<file path="config.mk">
export PLATFORM = sky130hd
export DESIGN_NAME = bram_port_arbiter
export DESIGN_NICKNAME = d
export VERILOG_FILES = /design/src/rtl/bram_arb_pkg.sv /design/src/rtl/bram_port_arbiter_rr_grant2.sv /design/src/rtl/bram_port_arbiter.sv
export SDC_FILE = /design/constraint.sdc
export NUM_CORES = 1
export LEC_CHECK = 0
export CAP_MARGIN = 25
export CELL_PAD_IN_SITES_DETAIL_PLACEMENT = 2
export CELL_PAD_IN_SITES_GLOBAL_PLACEMENT = 2
export CORE_AREA = 4 4 168 170
export CTS_CLUSTER_DIAMETER = 150
export CTS_CLUSTER_SIZE = 20
export DETAILED_ROUTE_END_ITERATION = 8
export DIE_AREA = 0 0 172 174
export DONT_BUFFER_PORTS = 1
export GPL_ROUTABILITY_DRIVEN = 0
export GPL_TIMING_DRIVEN = 1
export PLACE_DENSITY = 0.55
export SETUP_SLACK_MARGIN = 0.02
export SLEW_MARGIN = 5
export SYNTH_ARGS = -nofsm -noshare
export SYNTH_HDL_FRONTEND = slang
export SYNTH_SLANG_ARGS = --single-unit
</file>
<file path="constraint.sdc">
create_clock -name clk_in -period 4.8 [get_ports clk_in]
set_input_delay 0.72 -clock clk_in [delete_from_list [all_inputs] [get_ports clk_in]]
set_output_delay 0.72 -clock clk_in [all_outputs]
set_load 0.03 [all_outputs]
</file>
<file path="src/rtl/bram_arb_pkg.sv">
`default_nettype none
// ============================================================================
// Module      : bram_arb_pkg
// Description : Types and constants shared by the BRAM port-A arbiter
//               (bram_port_arbiter) and its round-robin grant unit
//               (rr_grant2).
//                 req_id_t          - requester identity (host comms / engine)
//                 tag_t             - per-request pipeline tag {is_read, id}
//                 BRAM_READ_LATENCY - BRAM cycles from address to douta
//                                     (HIGH_PERFORMANCE: array reg + out reg)
//                 BURST_CNT_WIDTH   - width of the burst counter
//                                     (MAX_BURST <= 255)
// Revision    : 1.0 - initial release
// ============================================================================
package bram_arb_pkg;

    typedef enum logic {
        REQ_HOST = 1'b0,
        REQ_ENG  = 1'b1
    } req_id_t;

    localparam int BRAM_READ_LATENCY = 2;

    localparam int BURST_CNT_WIDTH = 8;

    typedef struct packed {
        logic    is_read;
        req_id_t id;
    } tag_t;

endpackage : bram_arb_pkg
`default_nettype wire

</file>
<file path="src/rtl/bram_port_arbiter_rr_grant2.sv">
`default_nettype none
// ============================================================================
// Module      : rr_grant2
// Description : Two-way round-robin grant with a burst cap.
//               Holds the 'last winner' pointer and the burst counter.
//               The grants are combinational from the valids and the state.
//               A grant is only ever raised for a requester whose valid is
//               high. Each grant is also the accept strobe for that cycle.
// Ports       : clk_in          - clock
//               rst_in          - asynchronous reset, active low
//               host_valid_in   - host request present
//               eng_valid_in    - engine request present
//               host_grant_out  - host accepted this cycle
//               eng_grant_out   - engine accepted this cycle
// Parameters  : MAX_BURST       - consecutive grants to one requester while
//                                 the other waits (1..255)
// Revision    : 1.0 - initial release
// ============================================================================
module rr_grant2
    import bram_arb_pkg::*;
#(
    parameter int MAX_BURST = 16
) (
    input  logic clk_in,
    input  logic rst_in,
    input  logic host_valid_in,
    input  logic eng_valid_in,
    output logic host_grant_out,
    output logic eng_grant_out
);

    localparam logic [BURST_CNT_WIDTH-1:0] c_max_burst = BURST_CNT_WIDTH'(MAX_BURST);

    req_id_t                    last_q, last_d;
    logic [BURST_CNT_WIDTH-1:0] burst_cnt_q, burst_cnt_d;

    logic    w_keep;
    logic    w_any_grant;
    req_id_t w_winner;
    req_id_t w_other;

    // A zero count means no burst is in progress (out of reset). In that
    // case contention always goes to the requester that is not 'last'.
    // Because 'last' resets to ENG, HOST wins the first contended cycle.
    assign w_keep  = (burst_cnt_q != '0) && (burst_cnt_q < c_max_burst);
    assign w_other = (last_q == REQ_HOST) ? REQ_ENG : REQ_HOST;

    always_comb begin
        host_grant_out = 1'b0;
        eng_grant_out  = 1'b0;
        w_winner       = REQ_HOST;

        // Ready is forced low while reset is held, so all outputs read 0.
        if (rst_in) begin
            if (host_valid_in && eng_valid_in) begin
                w_winner       = w_keep ? last_q : w_other;
                host_grant_out = (w_winner == REQ_HOST);
                eng_grant_out  = (w_winner == REQ_ENG);
            end else begin
                host_grant_out = host_valid_in;
                eng_grant_out  = eng_valid_in;
                w_winner       = eng_valid_in ? REQ_ENG : REQ_HOST;
            end
        end
    end

    assign w_any_grant = host_grant_out | eng_grant_out;

    always_comb begin
        last_d      = last_q;
        burst_cnt_d = burst_cnt_q;

        if (w_any_grant) begin
            if (w_winner == last_q) begin
                // Saturate so a long uncontended run cannot wrap the counter.
                // Saturation at the cap also hands the next contended cycle
                // to the other requester.
                if (burst_cnt_q < c_max_burst) begin
                    burst_cnt_d = burst_cnt_q + 1'b1;
                end else begin
                    burst_cnt_d = c_max_burst;
                end
            end else begin
                last_d      = w_winner;
                burst_cnt_d = BURST_CNT_WIDTH'(1);
            end
        end
    end

    always_ff @(posedge clk_in or negedge rst_in) begin
        if (!rst_in) begin
            last_q      <= REQ_ENG;
            burst_cnt_q <= '0;
        end else begin
            last_q      <= last_d;
            burst_cnt_q <= burst_cnt_d;
        end
    end

endmodule : rr_grant2
`default_nettype wire

</file>
<file path="src/rtl/bram_port_arbiter.sv">
`default_nettype none
// ============================================================================
// Module      : bram_port_arbiter
// Description : Shares port A of a read-first true-dual-port BRAM
//               (HIGH_PERFORMANCE, 2-cycle read) between the host comms
//               block and the compute engine. It accepts at most one request
//               per cycle. The winner is registered onto the BRAM port.
//               regcea is driven at the output-register stage. Read data is
//               returned to the issuing requester, in order, with a fixed
//               3-cycle latency.
// Ports       : clk_in, rst_in (async, active low)
//               host_req_* / eng_req_*  - request channels (valid/ready,
//                                         we, addr, write data)
//               host_rsp_* / eng_rsp_*  - read responses (no backpressure)
//               bram_addr_out/din_out/we_out/regce_out -> addra/dina/wea/regcea
//               bram_dout_in            <- douta
// Parameters  : ADDR_WIDTH (14), DATA_WIDTH (64), MAX_BURST (16, 1..255)
// Revision    : 1.0 - initial release
// ============================================================================
module bram_port_arbiter
    import bram_arb_pkg::*;
#(
    parameter int ADDR_WIDTH = 14,
    parameter int DATA_WIDTH = 64,
    parameter int MAX_BURST  = 16
) (
    input  logic                  clk_in,
    input  logic                  rst_in,

    input  logic                  host_req_valid_in,
    output logic                  host_req_ready_out,
    input  logic                  host_req_we_in,
    input  logic [ADDR_WIDTH-1:0] host_req_addr_in,
    input  logic [DATA_WIDTH-1:0] host_req_data_in,
    output logic                  host_rsp_valid_out,
    output logic [DATA_WIDTH-1:0] host_rsp_data_out,

    input  logic                  eng_req_valid_in,
    output logic                  eng_req_ready_out,
    input  logic                  eng_req_we_in,
    input  logic [ADDR_WIDTH-1:0] eng_req_addr_in,
    input  logic [DATA_WIDTH-1:0] eng_req_data_in,
    output logic                  eng_rsp_valid_out,
    output logic [DATA_WIDTH-1:0] eng_rsp_data_out,

    output logic [ADDR_WIDTH-1:0] bram_addr_out,
    output logic [DATA_WIDTH-1:0] bram_din_out,
    output logic                  bram_we_out,
    output logic                  bram_regce_out,
    input  logic [DATA_WIDTH-1:0] bram_dout_in
);

    // ------------------------------------------------------------------
    // Arbitration
    // ------------------------------------------------------------------
    logic w_host_grant;
    logic w_eng_grant;

    rr_grant2 #(
        .MAX_BURST (MAX_BURST)
    ) u_rr_grant2 (
        .clk_in         (clk_in),
        .rst_in         (rst_in),
        .host_valid_in  (host_req_valid_in),
        .eng_valid_in   (eng_req_valid_in),
        .host_grant_out (w_host_grant),
        .eng_grant_out  (w_eng_grant)
    );

    assign host_req_ready_out = w_host_grant;
    assign eng_req_ready_out  = w_eng_grant;

    // ------------------------------------------------------------------
    // Winner mux
    // ------------------------------------------------------------------
    logic                  w_accept;
    logic                  w_acc_we;
    logic [ADDR_WIDTH-1:0] w_acc_addr;
    logic [DATA_WIDTH-1:0] w_acc_data;

    assign w_accept   = w_host_grant | w_eng_grant;
    assign w_acc_we   = w_eng_grant ? eng_req_we_in   : host_req_we_in;
    assign w_acc_addr = w_eng_grant ? eng_req_addr_in : host_req_addr_in;
    assign w_acc_data = w_eng_grant ? eng_req_data_in : host_req_data_in;

    // ------------------------------------------------------------------
    // Issue register (cycle T+1) and tag pipeline (T+2, T+3)
    // ------------------------------------------------------------------
    logic [ADDR_WIDTH-1:0] addr_q, addr_d;
    logic [DATA_WIDTH-1:0] din_q,  din_d;
    logic                  we_q,   we_d;
    tag_t                  issue_tag_q, issue_tag_d;

    // Stage 0 lines up with the BRAM output register (regcea).
    // The last stage lines up with douta carrying the word.
    tag_t pipe_q [BRAM_READ_LATENCY];
    tag_t pipe_d [BRAM_READ_LATENCY];

    always_comb begin
        addr_d = addr_q;
        din_d  = din_q;
        we_d   = 1'b0;

        issue_tag_d.is_read = w_accept & ~w_acc_we;
        issue_tag_d.id      = w_eng_grant ? REQ_ENG : REQ_HOST;

        // Address and data hold when idle. Only wea and the tags are
        // qualified, so the BRAM sees a stable, harmless read otherwise.
        if (w_accept) begin
            addr_d = w_acc_addr;
            din_d  = w_acc_data;
            we_d   = w_acc_we;
        end
    end

    always_comb begin
        pipe_d[0] = issue_tag_q;
        for (int i = 1; i < BRAM_READ_LATENCY; i++) begin
            pipe_d[i] = pipe_q[i-1];
        end
    end

    always_ff @(posedge clk_in or negedge rst_in) begin
        if (!rst_in) begin
            addr_q      <= '0;
            din_q       <= '0;
            we_q        <= 1'b0;
            issue_tag_q <= '0;
            for (int i = 0; i < BRAM_READ_LATENCY; i++) begin
                pipe_q[i] <= '0;
            end
        end else begin
            addr_q      <= addr_d;
            din_q       <= din_d;
            we_q        <= we_d;
            issue_tag_q <= issue_tag_d;
            for (int i = 0; i < BRAM_READ_LATENCY; i++) begin
                pipe_q[i] <= pipe_d[i];
            end
        end
    end

    // ------------------------------------------------------------------
    // Outputs
    // ------------------------------------------------------------------
    tag_t w_rsp_tag;

    assign w_rsp_tag = pipe_q[BRAM_READ_LATENCY-1];

    assign bram_addr_out  = addr_q;
    assign bram_din_out   = din_q;
    assign bram_we_out    = we_q;
    assign bram_regce_out = pipe_q[0].is_read;

    assign host_rsp_valid_out = w_rsp_tag.is_read & (w_rsp_tag.id == REQ_HOST);
    assign eng_rsp_valid_out  = w_rsp_tag.is_read & (w_rsp_tag.id == REQ_ENG);

    // Both requesters see douta directly. The valid strobes say whose it is.
    assign host_rsp_data_out = bram_dout_in;
    assign eng_rsp_data_out  = bram_dout_in;

endmodule : bram_port_arbiter
`default_nettype wire

</file>
==> out/metrics.csv <==
stage,metric,value,unit
power_and_ir_drop,Peak VDD IR,0.0001630,V
floorplan,Initial Utilization,22.83,%
logic_synthesis,Syn Inst Count,643,
logic_synthesis,number of synthesized flops with an enable pin,0,
floorplan,chip width,172,µm
global_routing,GRT Total Usage,14.08,%
sta,Slew @ Worst Pin,1.026,ns
floorplan,Die ar.,29930,µm²
sta,Slew HR,31.63,%
sta,Final period util,67.46,%
layout,nets@finish,708,
critical_path,CP Class,reg2out,
outcome,status,"finished, final reports clean",
critical_path,worst setup path startpoint,u_rr_grant2.burst_cnt_q[0],
drt,via density per instance,5.102,
sta,Max Freq,0.3088,GHz
logic_synthesis,Syn Area/Cell,9.490,µm²
global_routing,first-pass GRT wire length,32310,µm
placement,PortBufs,0,
clock_network,cts hold-fix bufs,0,
drt,average wire per standard cell,26.65,µm
drt,initial drt markers,198,
logic_synthesis,post-synthesis cell type count,42,
logic_synthesis,Ys Warns,0,
clock_network,CTS Buf Count,9,
power_and_ir_drop,Leak,2.318,nW
global_routing,gr ovfl total,0,
placement,cell count after placement,809,
critical_path,worst r2r src,u_rr_grant2.burst_cnt_q[0],
clock_network,Worst-Skew Late Latency,0.35,ns
sta,RSZ-0062 raised after global routing,false,
drt,Detail Route Antenna Nets,0,
logic_synthesis,Synth area leaders,"dfrtp_1 (38%), o211ai_2 (16%), buf_4 (16%)",
clock_network,Worst-path clk slew,0.08,ns
drt,Post-Route WL,22020,µm
clock_network,Max H-tree Level,3,
logic_synthesis,Synth Net Count,871,
flow_run,Max Cap Viol,0,
drt,Post-route DRC,0,
global_routing,largest net degree at the start of global routing,103,
layout,"commonest non-fill, non-tap cell in the layout",nand2_1,
clock_network,Root Driver,clkbuf_16,
sta,setup_tns,0,ns
clock_network,Max clock buf depth,2,
logic_synthesis,"Cell Area, Synth",6102,µm²
critical_path,WP data required,4.08,ns
critical_path,CP startpoint kind,register,
critical_path,"Max FO, Critical Path",39,
global_routing,number of global-route vias before repair,4885,
logic_synthesis,Yosys reg bits,94,
power_and_ir_drop,Power Dens Cells,486.9,nW/µm²
critical_path,worst path arrival time,2.52,ns
clock_network,Num Clock Sinks,94,
placement,Post-DP HPWL,15410,µm
clock_network,CTS tree,built,
sta,final hold viol count,0,
layout,"commonest cells after routing, fill and taps aside","nand2_1 (162), dfrtp_1 (93), nand4_1 (79)",
clock_network,# Post-CTS Setup Buffers,0,
sta,Slew Limit Fails,0,
logic_synthesis,area share of the largest cell type after synthesis,38.14,%
layout,area grow syn2layout,-8.120,%
drt,via count,4214,
floorplan,core box area,26730,µm²
layout,share of layout cells above drive strength 1,23.09,%
power_and_ir_drop,Tot Pwr,2.730,mW
sta,skew final,0.01340,ns
sta,Final Hold Slack,0.05131,ns
min_path,Hold Path Class,in2async,
drt,Detailed Routing Iterations Pass 1,4,
clock_network,number of gates resized after CTS,0,
logic_synthesis,Yosys top cell by area,dfrtp_1,
sta,Period minus WS final,3.238,ns
layout,Non-Filler Instances,826,
floorplan,die height,174,µm
logic_synthesis,ys async rst share,100.0,%
global_routing,initial antenna violation count,0,
layout,Antenna Cells,0,
floorplan,Row Count,60,
logic_synthesis,sequential-to-total area share from yosys stat,38.57,%
floorplan,Boundary Pins,438,
sta,Finish-stage setup viols,0,
logic_synthesis,Synth Flop Type,dfrtp_1,
critical_path,Critical Path End Type,output pin,
-- worst paths after layout --
kind / to / slack, ns / cells past startpoint
worst max-delay path: eng_req_ready_out / 1.56 / 5
max in group asynchronous: u_rr_grant2.last_q / 4.53 / 0
worst min-delay path: bram_din_out[48] / 0.05 / 0
worst max register to register: bram_din_out[43] / 1.96 / 7
min in group clk_in: pipe_d[0] / 0.35 / 0
worst min register to register: pipe_d[0] / 0.35 / 0
-- final cells by class --
cell class | count | area [µm²]
fill | 3022 | 21120
clock inverter | 5 | 41.29
tap | 341 | 426.7
inverter | 3 | 11.26
clock buffer | 11 | 252.7
multi-input combinational | 363 | 2441
timing repair buffer | 9 | 80.08
sequential | 94 | 2354
-- routing by layer --
layer  GRT usage, %  routed length [µm]
met1          14.78                7850
met2          25.99               11730
met5              0                   0
met3          6.027                2214
met4          2.850                 227
-- critical path, cell delays in order, from the launching register on --
cell and delay [ns]:
dfrtp_1 0.42, inv_1 0.10, ha_1 0.20, or3b_2 0.48
nand4b_1 0.14, and3_4 0.79
-- stage by stage --
| stage | setup WS, ns | instance area, µm² | util (%) |
|---|---|---|---|
| 2_1_floorplan | 2.263 | 6102 | - |
| 3_3_place_gp | 1.994 | 5293 | 19.80 |
| 3_5_place_dp | 1.929 | 5293 | 19.80 |
| 4_1_cts | 1.522 | 5587 | 20.90 |
| 5_1_grt | 1.461 | 5607 | 20.98 |
| 6_report | 1.562 | 5607 | 20.98 |
-- where the power goes --
group	leakage (nW)	switching [mW]	internal [mW]
logic	1.04	0.379	0.210
registers	1.14	0.452	0.956
clock network	0.138	0.349	0.385
total	2.32	1.18	1.55
-- kinds of logic (layout without fill, tap and decap cells) --
| kind of cell | count (synthesis) | after routing | synth area share (%) |
|---|---|---|---|
| and+or+nand+nor | 260 | 260 | 20.22 |
| buffers and inverters | 186 | 28 | 21.84 |
| AOI/OAI and AO/OA | 99 | 99 | 18.64 |
| DFF | 94 | 94 | 38.57 |
| adders and majority gates | 2 | 2 | 0.4100 |
| xor gates and xnor gates | 1 | 1 | 0.1436 |
| muxes | 1 | 1 | 0.1845 |
-- cell usage after synthesis (2+ instances only) --
library cell	number
nand2_1	162
buf_4	129
dfrtp_1	93
nand4_1	79
o211ai_2	78
clkbuf_1	42
buf_12	9
and2_1	5
a21oi_1	3
buf_2	3
inv_1	3
ha_1	2
nor2_1	2
o211ai_1	2
o21a_1	2
o21ai_0	2
o31ai_1	2
-- registers in the layout, summed over array words and instances (netlist names) --
register                 count
pipe_q                       2
bram_we_out                  1
pipe_d                       1
u_rr_grant2.burst_cnt_q      8
u_rr_grant2.last_q           1
issue_tag_q                  2
bram_regce_out               1
bram_addr_out               14
bram_din_out                64
Note: power is estimated with default switching activity, not from simulation.
